==> src/rtl/fft_pkg.sv <==
// Shared definitions for FFT stage controllers: state encoding and
// a constant log2 helper for sizing counters from frame parameters.
package fft_pkg;

  typedef enum logic [1:0] {
    IDLE  = 2'd0,
    RUN   = 2'd1,
    FLUSH = 2'd2
  } state_e;

  function automatic int log2(input int v);
    int r;
    r = 0;
    for (int i = 0; i < 31; i++) begin
      if ((1 << i) < v) r = i + 1;
    end
    return r;
  endfunction

endpackage

==> src/rtl/fft_stage_ctrl.sv <==
// Control for one radix-2 SDF FFT stage: butterfly/twiddle/valid timing.
// Optional input-gap checking under FFT_STAGE_CTRL_GAP_CHECK_EN.
module fft_stage_ctrl
  import fft_pkg::*;
#(
  parameter int N     = 64,
  parameter int DEPTH = 32
) (
  input  logic                 clock,
  input  logic                 reset_n,
  input  logic                 di_en,
  output logic                 bf_en,
  output logic                 tw_en,
  output logic [$clog2(N)-1:0] tw_addr,
  output logic                 do_en,
  output logic                 frame_done,
  output logic                 err
);

  localparam int LN = log2(N);
  localparam int LD = log2(DEPTH);
  localparam int FW = (LD > 0) ? LD : 1;
  localparam int SH = LN - 1 - LD;

  state_e          state_q;
  logic [LN-1:0]   in_cnt_q;
  logic [LN-1:0]   out_cnt_q;
  logic [FW-1:0]   fl_cnt_q;
  logic            fl_act_q;
  logic            run_out;
  logic            fl_last;
  logic            in_last;

  assign in_last = in_cnt_q == LN'(N - 1);
  assign fl_last = fl_cnt_q == FW'(DEPTH - 1);

  // Flush outputs run on their own, so they may overlap the next frame's fill.
  assign run_out    = (state_q == RUN) & di_en
                    & (in_cnt_q >= LN'(DEPTH));
  assign bf_en      = di_en & (state_q == RUN) & in_cnt_q[LD];
  assign do_en      = fl_act_q | run_out;
  assign tw_en      = do_en & out_cnt_q[LD];
  assign tw_addr    = tw_en
                    ? ((out_cnt_q & LN'(DEPTH - 1)) << SH)
                    : '0;
  assign frame_done = do_en & (out_cnt_q == LN'(N - 1));

`ifdef FFT_STAGE_CTRL_GAP_CHECK_EN
  logic err_q;
  assign err = err_q;
`else
  assign err = 1'b0;
`endif

  always_ff @(posedge clock or negedge reset_n) begin
    if (!reset_n) begin
      state_q   <= IDLE;
      in_cnt_q  <= '0;
      out_cnt_q <= '0;
      fl_cnt_q  <= '0;
      fl_act_q  <= 1'b0;
`ifdef FFT_STAGE_CTRL_GAP_CHECK_EN
      err_q     <= 1'b0;
`endif
    end else begin
      if (do_en) out_cnt_q <= out_cnt_q + LN'(1);
      if (fl_act_q) begin
        if (fl_last) begin
          fl_act_q <= 1'b0;
          fl_cnt_q <= '0;
        end else begin
          fl_cnt_q <= fl_cnt_q + FW'(1);
        end
      end
      unique case (state_q)
        IDLE: begin
          if (di_en) begin
            state_q  <= RUN;
            in_cnt_q <= LN'(1);
          end
        end
        RUN: begin
          if (di_en) begin
            if (in_last) begin
              state_q  <= FLUSH;
              in_cnt_q <= '0;
              fl_act_q <= 1'b1;
              fl_cnt_q <= '0;
            end else begin
              in_cnt_q <= in_cnt_q + LN'(1);
            end
          end
`ifdef FFT_STAGE_CTRL_GAP_CHECK_EN
          else begin
            err_q     <= 1'b1;
            state_q   <= IDLE;
            in_cnt_q  <= '0;
            out_cnt_q <= '0;
            fl_cnt_q  <= '0;
            fl_act_q  <= 1'b0;
          end
`endif
        end
        FLUSH: begin
          if (di_en) begin
            state_q  <= RUN;
            in_cnt_q <= LN'(1);
          end else if (fl_last) begin
            state_q  <= IDLE;
          end
        end
        default: state_q <= IDLE;
      endcase
    end
  end

endmodule
==> config.mk <==
export PLATFORM = sky130hd
export DESIGN_NAME = fft_stage_ctrl
export DESIGN_NICKNAME = d
export VERILOG_FILES = /design/src/rtl/fft_pkg.sv /design/src/rtl/fft_stage_ctrl.sv
export SDC_FILE = /design/constraint.sdc
export NUM_CORES = 1
export LEC_CHECK = 0
export ABC_AREA = 1
export CAP_MARGIN = 25
export CORE_MARGIN = 1
export CORE_UTILIZATION = 49
export DETAILED_ROUTE_END_ITERATION = 12
export PLACE_DENSITY = 0.71
export SLEW_MARGIN = 30
export SYNTH_ARGS = -nofsm -noshare
export SYNTH_HDL_FRONTEND = slang
export SYNTH_SLANG_ARGS = --single-unit
==> constraint.sdc <==
create_clock -name clock -period 1.3 [get_ports clock]
set_input_delay 0.26 -clock clock [delete_from_list [all_inputs] [get_ports clock]]
set_output_delay 0.26 -clock clock [all_outputs]
set_load 0.02 [all_outputs]
==> results.sh <==
export IMPL_dr_wl_met2_mm=1.646
export IMPL_overflow=0
export IMPL_holdWs_ns=0.2858
export IMPL_layout_area_overhead_vs_synth_pct=55.41
export IMPL_hold_viol=0
export IMPL_internal_power_mw=1.965
export IMPL_power_total_mw=3.414
export IMPL_p_seq_share_pct=29.9
export IMPL_ant_nets=0
export IMPL_grt_pass1_wl_mm=4.954
export IMPL_synth_area_um2=1167
export IMPL_finalCriticalPeriod_ns=1.733
export IMPL_rows=17
export IMPL_numCtsBuffers=3
export IMPL_yosys_register_bits=20
export IMPL_cts_tree="yes"
export IMPL_clockPowerShare_pct=8.8
export IMPL_yosysTopAreaCell="dfrtp_1"
export IMPL_synthTopCellsByArea="dfrtp_1 43%, nand2_1 13%, inv_1 8.4%"
export IMPL_wl_per_cell_um=13.13
export IMPL_n_fill_cell=147
export IMPL_dp_slack_ns=-0.8930
export IMPL_dpl_hpwl_mm=2.021
export IMPL_r2r_start="state_q[1]"
export IMPL_via_count=1181
export IMPL_grt_max_degree=21
export IMPL_r2r_slack_ns=-0.16
export IMPL_dieArea_um2=2582
export IMPL_grtUsageTotal_pct=26.21
export IMPL_synth_cell_types=21
export IMPL_drive_above_1_share_pct=44.93
export IMPL_grt_pass1_vias=1213
export IMPL_yosys_warnings=0
export IMPL_core_area_um2=2233
export IMPL_pwr_share_comb_pct=61.3
export IMPL_p_leak_nw=0.9236
export IMPL_die_h_um=50.81
export IMPL_top_layer="met4"
export IMPL_htreeDepth=1
export IMPL_firstDrtPassIters=4
export IMPL_worst_setup_path_type="reg2out"
export IMPL_synth_top_cell_area_share_pct=42.87
export IMPL_startpoint_type="flop"
export IMPL_die_x_um=50.81
export IMPL_clock_path_buffers=2
export IMPL_finalSetupViolCount=20
export IMPL_ys_async_sr_fraction_pct=100.0
export IMPL_synth_seq_area_share_pct=42.87
export IMPL_drv_slew=0
export IMPL_reg2reg_depth=11
export IMPL_start_util_pct=52.27
export IMPL_place_congestion=0.7887
export IMPL_layoutNonFillerInstCount=235
export IMPL_drtIter0Drc=15
export IMPL_wl_mm=3.085
export IMPL_port_buffers=11
export IMPL_nets=217
export IMPL_root_buffer="clkbuf_4"
export IMPL_r2r_end="out_cnt_q[2]"
export IMPL_vdd_ir_drop_worst_uv=1619
export IMPL_clk_pin_slew_worst_paths_ns=0.11
export IMPL_ctsHoldBuffers=0
export IMPL_grt_setup_unrepaired="yes"
export IMPL_io_pins=14
export IMPL_drc_errors=0
export IMPL_cp_end_kind="output port"
export IMPL_viasPerCell=5.026
export IMPL_swShare_pct=42.45
export IMPL_final_util_pct=81.23
export IMPL_placed_cells=223
export IMPL_cap_violations=0
export IMPL_antenna_found_initial=0
export IMPL_status="finished, violations left"
export IMPL_syn_area_per_cell_um2=7.531
export IMPL_finalClockSkew_ns=0.001845
export IMPL_cp_max_fo=6
export IMPL_power_switching_mw=1.449
export IMPL_fin_crit_sh_pct=133.3
export IMPL_cp_required_ns=1.04
export IMPL_antenna_cells=0
export IMPL_critPathArrivalTime_ns=1.47
export IMPL_max_freq_mhz=576.9
export IMPL_violations="setup timing"
export IMPL_hold_class="in2async"
export IMPL_synth_ff_type="dfrtp_1"
export IMPL_synthCells=155
export IMPL_p_per_area_nw_per_um2=1882
export IMPL_clock_sinks=20
export IMPL_wl_met1_mm=1.262
export IMPL_wl_met3_um=99
export IMPL_insertion_delay_ns=0.30
export IMPL_worst_slack_ns=-0.4333
export IMPL_synth_edf_count=0
## sequential cells by signal, indices dropped and copies added (netlist names)
signal	count
fl_act_q	1
out_cnt_q	6
fl_cnt_q	5
in_cnt_q	6
state_q	2
## worst max path at each step
stage	startpoint	end	slack (ns)
2_1_floorplan	state_q[1]	tw_addr[0]	-0.07
3_3_place_gp	di_en	tw_addr[0]	-0.86
3_5_place_dp	di_en	tw_addr[3]	-0.89
4_1_cts	state_q[1]	tw_addr[0]	-0.43
5_1_grt	state_q[1]	tw_addr[1]	-0.49
6_report	state_q[1]	tw_addr[3]	-0.43
## cell type report
type / instances / area [um2] / share of cell area [%]
multi-input combinational: 107 / 710.7 / 39.17
inverter: 26 / 97.59 / 5.379
clock buffer: 3 / 22.52 / 1.241
timing repair buffer: 51 / 447.9 / 24.69
tap: 28 / 35.03 / 1.931
sequential: 20 / 500.5 / 27.59
## through the flow
| stage | instance area (um2) | setup TNS, ns |
|---|---|---|
| after CTS | 1729 | -4.456 |
| after global routing | 1814 | -6.243 |
| after global placement | 1582 | -10.80 |
| after detailed placement | 1582 | -11.55 |
| final | 1814 | -4.752 |
| after floorplan | 1230 | -0.3593 |
## cells in the mapped netlist (2+ instances only)
cell and count:
nand2_1 39, nand3_1 11, nor3_1 3, nand4_1 3
buf_4 2, nor2_1 18, dfrtp_1 20, nand2_4 2
a21oi_1 6, inv_1 26, xor2_1 2, ha_1 5
o21ai_0 10
## power groups by stage
| stage | Combinational [mW] | Clock [mW] | Sequential (mW) |
|---|---|---|---|
| after floorplan | 0.928 | 0 | 1.06 |
| after global placement | 1.62 | 0 | 1.00 |
| after detailed placement | 1.71 | 0 | 1.01 |
| after CTS | 1.96 | 0.308 | 1.02 |
| after global routing | 2.32 | 0.323 | 1.05 |
| final | 2.09 | 0.302 | 1.02 |
## placed cells by master (no fill, tap or decap), drive strengths merged
cell type	netlist	layout
nand4	3	3
ha	5	5
conb	1	2
buf	3	49
nand3	11	11
nor2	19	19
o21ai	10	10
nand2	42	42
inv	26	26
o22ai	1	1
clkbuf	0	3
o21bai	1	1
nor3	3	3
clkdlybuf4s50	0	2
a21oi	6	6
or2	1	1
dfrtp	20	20
xor2	3	3
## logic make-up (layout without fill, tap and decap cells)
family	after synthesis	count (layout)	synth area share (%)
AND/OR/NAND/NOR	79	79	29.90
buffers and inverters	29	80	10.61
flip-flops	20	20	42.87
AO/OA/AOI/OAI	18	18	8.039
adder cells (fa/ha/maj)	5	5	5.359
XOR/XNOR	3	3	2.895
other	1	2	0.3212
## critical path: stages (launching register included)
cell and delay, ns:
dfrtp_1 0.42, inv_2 0.09, nand2_4 0.06, nor2_4 0.11
nand2_4 0.07, nand2_4 0.11, nand2_8 0.09, nor2_4 0.10
buf_6 0.12
## per-layer routing
metal  track usage [%]  vias to the layer above
met1             30.96                      558
met3             4.167                        8
met5                 0                        -
met4             10.19                        0
met2             47.33                       29
li1                  -                      586
## what timing repair did
action	in CTS	in global routing
resized for setup	76	25
endpoints found under the setup margin	16	27
buffers inserted	8	4
gates cloned	0	0
hold endpoints to repair	0	0
pin swaps	8	20
Note: power is estimated with default switching activity, not from simulation.
